==> config.mk <==
export PLATFORM = sky130hd
export DESIGN_NAME = spi_fsm
export DESIGN_NICKNAME = d
export VERILOG_FILES = /design/src/rtl/spi_fsm_pkg.sv /design/src/rtl/spi_bit_counter.sv /design/src/rtl/spi_fsm.sv
export SDC_FILE = /design/constraint.sdc
export NUM_CORES = 1
export LEC_CHECK = 0
export CAP_MARGIN = 25
export CORE_MARGIN = 3
export CORE_UTILIZATION = 38
export CTS_BUF_LIST = sky130_fd_sc_hd__clkbuf_16
export CTS_CLUSTER_DIAMETER = 100
export DETAILED_ROUTE_END_ITERATION = 6
export SYNTH_ARGS = -nofsm -noshare
export SYNTH_HDL_FRONTEND = slang
export SYNTH_SLANG_ARGS = --single-unit
export TNS_END_PERCENT = 10
==> constraint.sdc <==
create_clock -name clk -period 2.4 [get_ports clk]
set_clock_uncertainty 0.2 [all_clocks]
set_input_delay 0.24 -clock clk [delete_from_list [all_inputs] [get_ports clk]]
set_output_delay 0.24 -clock clk [all_outputs]
set_load 0.1 [all_outputs]
==> src/rtl/spi_fsm_pkg.sv <==
// Shared types and defaults for the SPI slave protocol controller.
package spi_fsm_pkg;

    localparam int unsigned ADDR_WIDTH_DEF = 7;
    localparam int unsigned DATA_WIDTH_DEF = 8;
    localparam int unsigned CNT_WIDTH_DEF  = $clog2(DATA_WIDTH_DEF + 1);

    // Value of the LSB of the first byte that requests a read.
    localparam logic RW_READ = 1'b1;

    typedef enum logic [3:0] {
        IDLE        = 4'd0,
        GET_ADDR    = 4'd1,
        GOT_ADDR    = 4'd2,
        READ_WAIT   = 4'd3,
        READ_LOAD   = 4'd4,
        READ_SHIFT  = 4'd5,
        WRITE_RECV  = 4'd6,
        WRITE_STORE = 4'd7,
        DONE        = 4'd8
    } state_e;

    function automatic int unsigned cnt_width(input int unsigned data_width);
        return $clog2(data_width + 1);
    endfunction

endpackage

==> src/rtl/spi_bit_counter.sv <==
// Counts qualified SCLK rising-edge pulses; flags the pulse that completes a frame.
module spi_bit_counter
    import spi_fsm_pkg::*;
#(
    parameter int unsigned DATA_WIDTH = DATA_WIDTH_DEF
) (
    input  logic clk,
    input  logic rst_n,
    input  logic clear_i,
    input  logic count_en_i,
    output logic done_c_o
);

    localparam int unsigned CNT_WIDTH = cnt_width(DATA_WIDTH);
    localparam logic [CNT_WIDTH-1:0] CNT_FULL = CNT_WIDTH'(DATA_WIDTH);
    localparam logic [CNT_WIDTH-1:0] CNT_LAST = CNT_WIDTH'(DATA_WIDTH - 1);

    logic [CNT_WIDTH-1:0] cnt_q;
    logic [CNT_WIDTH-1:0] cnt_d;

    // Clear wins over counting; the count saturates at a full frame.
    always_comb begin
        cnt_d = cnt_q;
        if (clear_i) begin
            cnt_d = '0;
        end else if (count_en_i && (cnt_q != CNT_FULL)) begin
            cnt_d = cnt_q + CNT_WIDTH'(1);
        end
    end

    always_ff @(posedge clk or negedge rst_n) begin
        if (!rst_n) begin
            cnt_q <= '0;
        end else begin
            cnt_q <= cnt_d;
        end
    end

    // High during the pulse that brings the count to DATA_WIDTH.
    assign done_c_o = count_en_i && (cnt_q == CNT_LAST);

endmodule

==> src/rtl/spi_fsm.sv <==
// SPI slave transaction sequencer: address byte with R/W flag, then one data byte.
module spi_fsm
    import spi_fsm_pkg::*;
#(
    parameter int unsigned ADDR_WIDTH = ADDR_WIDTH_DEF,
    parameter int unsigned DATA_WIDTH = DATA_WIDTH_DEF
) (
    input  logic                  clk,
    input  logic                  nReset,
    input  logic                  sclkPosEdge,
    input  logic                  chipSelectN,
    input  logic [DATA_WIDTH-1:0] shiftRegOut,
    output logic                  addrWe,
    output logic                  srWe,
    output logic                  dmWe,
    output logic                  misoBufe
);

    // R/W flag sits just below the address field in the first byte.
    localparam int unsigned RW_BIT = DATA_WIDTH - ADDR_WIDTH - 1;

    state_e state_q;
    state_e state_d;

    logic addr_we_q, addr_we_d;
    logic sr_we_q,   sr_we_d;
    logic dm_we_q,   dm_we_d;
    logic miso_q,    miso_d;

    logic count_en;
    logic cnt_clear;
    logic frame_done_c;

    // The address field is captured by the external latch, not here.
    logic [ADDR_WIDTH-1:0] unused_addr;
    assign unused_addr = shiftRegOut[DATA_WIDTH-1 -: ADDR_WIDTH];

    assign count_en  = sclkPosEdge &&
                       (state_q inside {GET_ADDR, READ_SHIFT, WRITE_RECV});
    assign cnt_clear = (state_d != state_q);

    spi_bit_counter #(
        .DATA_WIDTH (DATA_WIDTH)
    ) u_bit_counter (
        .clk        (clk),
        .rst_n      (nReset),
        .clear_i    (cnt_clear),
        .count_en_i (count_en),
        .done_c_o   (frame_done_c)
    );

    // Next state; chip-select release preempts every other transition.
    always_comb begin
        state_d = state_q;
        if (chipSelectN) begin
            state_d = IDLE;
        end else begin
            case (state_q)
                IDLE:        state_d = GET_ADDR;
                GET_ADDR:    if (frame_done_c) state_d = GOT_ADDR;
                GOT_ADDR:    state_d = (shiftRegOut[RW_BIT] == RW_READ) ? READ_WAIT : WRITE_RECV;
                READ_WAIT:   state_d = READ_LOAD;
                READ_LOAD:   state_d = READ_SHIFT;
                READ_SHIFT:  if (frame_done_c) state_d = DONE;
                WRITE_RECV:  if (frame_done_c) state_d = WRITE_STORE;
                WRITE_STORE: state_d = DONE;
                DONE:        state_d = DONE;
                default:     state_d = IDLE;
            endcase
        end
    end

    // Enables are registered from the next state so each one tracks state_q exactly.
    always_comb begin
        addr_we_d = 1'b0;
        sr_we_d   = 1'b0;
        dm_we_d   = 1'b0;
        miso_d    = 1'b0;
        case (state_d)
            GOT_ADDR:    addr_we_d = 1'b1;
            READ_LOAD:   sr_we_d   = 1'b1;
            READ_SHIFT:  miso_d    = 1'b1;
            WRITE_STORE: dm_we_d   = 1'b1;
            default:     ;
        endcase
    end

    always_ff @(posedge clk or negedge nReset) begin
        if (!nReset) begin
            state_q   <= IDLE;
            addr_we_q <= 1'b0;
            sr_we_q   <= 1'b0;
            dm_we_q   <= 1'b0;
            miso_q    <= 1'b0;
        end else begin
            state_q   <= state_d;
            addr_we_q <= addr_we_d;
            sr_we_q   <= sr_we_d;
            dm_we_q   <= dm_we_d;
            miso_q    <= miso_d;
        end
    end

    assign addrWe   = addr_we_q;
    assign srWe     = sr_we_q;
    assign dmWe     = dm_we_q;
    assign misoBufe = miso_q;

endmodule

* Word-level counts from Yosys, hierarchy flattened
Cells that the tools add are included.
Widths: inputs -> output; s select.
** Word-level totals
- Bits of input ports :: 12
- Register bits :: 12
** Cells by class
- Equality and inequality tests :: 15
- Reductions and logical operators :: 7
- $add $sub $neg :: 1
- Multiplexer cells :: 12
** Operators by type and width (number)
- $eq 4x3->1 const B :: 8
- $pmux 4 s8 :: 1
- $mux 4 :: 6
- $eq 4x2->1 const B :: 3
- $add 4x1->4 const B :: 1
- $eq 4x1->1 const B :: 1
- $eq 4x4->1 const B :: 1
- $logic_not 4->1 :: 1
- $mux 1 :: 4
- $ne 4x4->1 :: 1
- $ne 4x4->1 const B :: 1
- $logic_and 1x1->1 :: 3
- $mux 3 :: 1
- $reduce_bool 3->1 :: 1
- $reduce_bool 2->1 :: 1
- $reduce_or 2->1 :: 1

* Depth between registers and ports, before layout
- Word-level depth :: 9
- Mapped depth :: 6
- Gate-level depth less buffers :: 6

* By module
From an unflattened synthesis, not the netlist that was laid out.
** Unflattened totals
- Cells, all modules :: 65
- Area total of the unflattened synthesis :: 660.6 sq um
** By module, submodules not included
- spi_fsm :: times used 1, cells an instance 41, area an instance 424.2 sq um
- spi_bit_counter :: times used 1, cells an instance 24, area an instance 236.5 sq um

* Worst setup path before layout
OpenSTA, ideal clock, no wires.
- Kind :: reg-to-reg
- Start point :: register state_q[0]
- End point :: register sr_we_q, in the netlist srWe
- Data required time :: 2.106 ns
- Period minus slack after synthesis :: 1.988 ns
- Data arrival time :: 1.694 ns
- Library setup time :: 0.094 ns
- Buffers on the path :: 1
- Cell stages (with the launch flop) :: 6
- Path slack :: 0.412 ns
- Cells stage by stage :: dfrtp_1 buf_6 nand3b_4 a2111oi_4 mux2_2 a211oi_1
** Between the ends
- Cells in the longest elaborated chain, start to end :: 9
** Ends and longest elaborated chain
- from (decl) :: RTL line spi_fsm.sv:22 : state_e state_q;
- from (signal assigned) :: RTL line spi_fsm.sv:96 : state_q <= state_d;
- $eq 4x1->1 or $eq 4x3->1 (tied branches) :: RTL line spi_fsm.sv:39, spi_fsm.sv:58
- $reduce_bool 3->1 :: RTL line spi_fsm.sv:39 : (state_q inside {GET_ADDR, READ_SHIFT, WRITE_RECV});
- $logic_and 1x1->1 :: RTL line spi_fsm.sv:38 : assign count_en = sclkPosEdge &&
- $logic_and 1x1->1 :: RTL line spi_bit_counter.sv:40 : assign done_c_o = count_en_i && (cnt_q == CNT_LAST);
- $mux 4, on equally long branches :: RTL line spi_fsm.sv:65, spi_fsm.sv:60, spi_fsm.sv:64
- $pmux 4 s8 * :: RTL line spi_fsm.sv:58 : case (state_q)
- $mux 4 * :: RTL line spi_fsm.sv:55 : if (chipSelectN) begin
- $eq 4x3->1 * :: RTL line spi_fsm.sv:79 : case (state_d)
- $mux 1 * :: RTL line spi_fsm.sv:79
- via sr_we_d :: RTL line spi_fsm.sv:26 : logic sr_we_q, sr_we_d;
- to (signal assigned) :: RTL line spi_fsm.sv:98 : sr_we_q <= sr_we_d;
- to (decl) :: RTL line spi_fsm.sv:26
Mark *: on every way through the listed nets, which the timed path passes. The rest lies on a longest branch.
A chain may end at the register's enable or synchronous reset.

* Worst setup path after layout
- Start point :: register state_q[1]
- End point :: register sr_we_q, in the netlist srWe
The elaborated chain is that of the path after synthesis.

==> metrics.yaml <==
yosys:
  synth_cells: 78
  synthArstFlopShare: 1.00
  ys_seq_elements: 12
  synth_nets: 92
  synth.top_cell.area_share: 0.388
  synthTopCellsByArea: "dfrtp_1 (39%), mux2i_1 (3.9%), nor3_1 (3.9%)"
  synth.most_common_cell: "dfrtp_1"
  synth_area_leader_cell: "dfrtp_1"
  synth_commonest_cells: "dfrtp_1 (12), inv_1 (7), nor3_1 (6)"
  ys_seq_area_frac: 0.388
  syn_avg_cell_area_um2: 9.93
  synth-edff-count: 0
  synthFlopType: "dfrtp_1"
  yosys.cell_types.count: 36
  ys_warn_count: 0
  synthesis.area_um2: 774
worst_setup_path:
  critPathLaunchType: "flip-flop"
  path_buf_inv: 0
  critPathKind: "flip-flop to flip-flop"
  end_kind: "flip-flop"
  path_cells: "nand2b_1 > a2111oi_4 > mux2_2 > a211oi_1"
  cp_top_family: "compound AO/OA/AOI/OAI gates"
  crit_arrival_ns: 2.07
  path_max_fanout: 13
  required_ns: 2.35
  slowest_stage: "dfrtp_1"
  slowest_delay_ns: 0.52
placed_design:
  placed_area_um2: 876
  hpwl_mm: 1.16
  gp_congestion: 0.854
  place_worst_setup_slack_ns: 0.243
  portBuffers: 8
grt:
  grt_max_degree: 14
  grt_usage: 0.147
  grt_antenna_before_repair: 0
  overflow: 0
  grt_pass1_vias: 600
  grt_pass1_wl_mm: 2.79
final_layout:
  layout-drive-gt1-share: 0.180
  final_area_um2: 955
  fin_util: 0.524
  area_growth_pct: 23.3
  finalNetCount: 104
  n_antenna_cell: 0
pwr:
  vdd_drop_max_uv: 627
  power_per_cell_area_nw_per_um2: 576
  total_power_uw: 550
  p_leak_nw: 0.454
clock_tree:
  cts_resized: 0
  cts.sinks: 12
  cts_made_buffers: 3
  root_buffer: "clkbuf_16"
  cts_tree: "yes"
  hold_buffers: 0
  cts_setup_buffers: 0
  h-tree-depth: 1
  clock_latency_ns: 0.24
  clkTransAtPathRegs_ns: 0.04
  clockBufferDepth: 2
die:
  core_area_um2: 1820
  die_h_um: 51.1
  pin_count: 16
  die-area_um2: 2620
  rows: 15
  die_width_um: 51.1
  start_util: 0.425
timing:
  hold_viol_final: 0
  rsz0062_at_grt: "no"
  max-slew-margin-rel: 0.627
  fin_ws_ns: 0.276
  period_share: 0.885
  timing.fmax_mhz: 471
  worst_pin_slew_ns: 0.557
  period_needed_ns: 2.12
  setup_viol: 0
  finalSetupTns_ns: 0
  finalMaxSlewViolations: 0
min_path:
  hp-class: "input port to async pin"
status:
  status: "finished clean"
routing:
  highest_layer: "met4"
  drtIter0Drc: 8
  drt_first_pass_iters: 4
  vias: 623
  wl_per_cell_um: 13.8
  vias_per_cell: 5.46
  wirelength_met1_um: 714
  totalWireLength_mm: 1.58
  ant_nets: 0
  routed-wl-met3_um: 62
  wl_met2_um: 769
  drc: 0
run:
  max_cap_violations: 0
## stage by stage
step,hold WS (ns),instances
after floorplan,-0.256,78
after global placement,0.419,110
after detailed placement,0.426,110
after CTS,0.180,114
after global routing,0.202,114
final,0.163,114
## worst reg2reg max path, delay by kind of cell (launching register included)
family	cells	cell delay, ns
muxes	1	0.38
DFF	1	0.52
and+or+nand+nor	1	0.30
AOI/OAI and AO/OA	2	0.62
## state kept, by name, indices dropped and copies added (netlist names)
register,flops
u_bit_counter.cnt_q,4
srWe,1
addrWe,1
dmWe,1
misoBufe,1
state_q,4
## metal layers
metal,vias up,GRT usage
met5,-,0
met4,0,0.0673
met3,4,0.0350
met2,11,0.223
met1,299,0.195
li1,309,-
## area by class of cell
class,instances,area (um^2)
clock buffer,3,75.1
clock inverter,1,3.75
fill,176,866
inverter,7,26.3
multi-input combinational,54,418
sequential,12,300
tap,25,31.3
timing repair buffer,12,100
## layout by cell type, fill, tap and decap left out, types with 3 or more instances in the layout
cell             netlist  layout
clkdlybuf4s50_1        0       4
nor2_1                 5       5
buf_4                  0       8
nor3_1                 6       6
mux2i_1                3       3
inv_1                  7       7
clkbuf_16              0       3
nand2b_1               3       3
a211oi_1               3       3
dfrtp_1               12      12
and3_1                 3       3
## path summary, 6_finish.rpt
kind	slack, ns	cells after the start	end	from
max	0.28	4	srWe	state_q[1]
max reg2reg	0.28	4	srWe	state_q[1]
min reg2reg	0.44	2	misoBufe	state_q[3]
min	0.16	1	misoBufe	nReset
max in group asynchronous	1.47	1	u_bit_counter.cnt_q[2]	nReset
min in group clk	0.44	2	misoBufe	state_q[3]
## report_power, final
group	switching, mW	internal (mW)	total [mW]	leakage (nW)
combinational	0.0205	0.0167	0.0372	0.251
sequential	0.00334	0.206	0.209	0.165
clock	0.0847	0.219	0.304	0.0385
total	0.109	0.442	0.550	0.454
## kinds of logic after synthesis
logic type | Yosys count | share of synthesized area
buf+inv | 12 | 0.0727
flops | 12 | 0.388
simple gates | 30 | 0.255
xor+xnor | 2 | 0.0226
compound gates | 16 | 0.176
fa+ha+maj | 2 | 0.0323
mux | 4 | 0.0533
No activity file was read; power rests on OpenSTA's default activity.
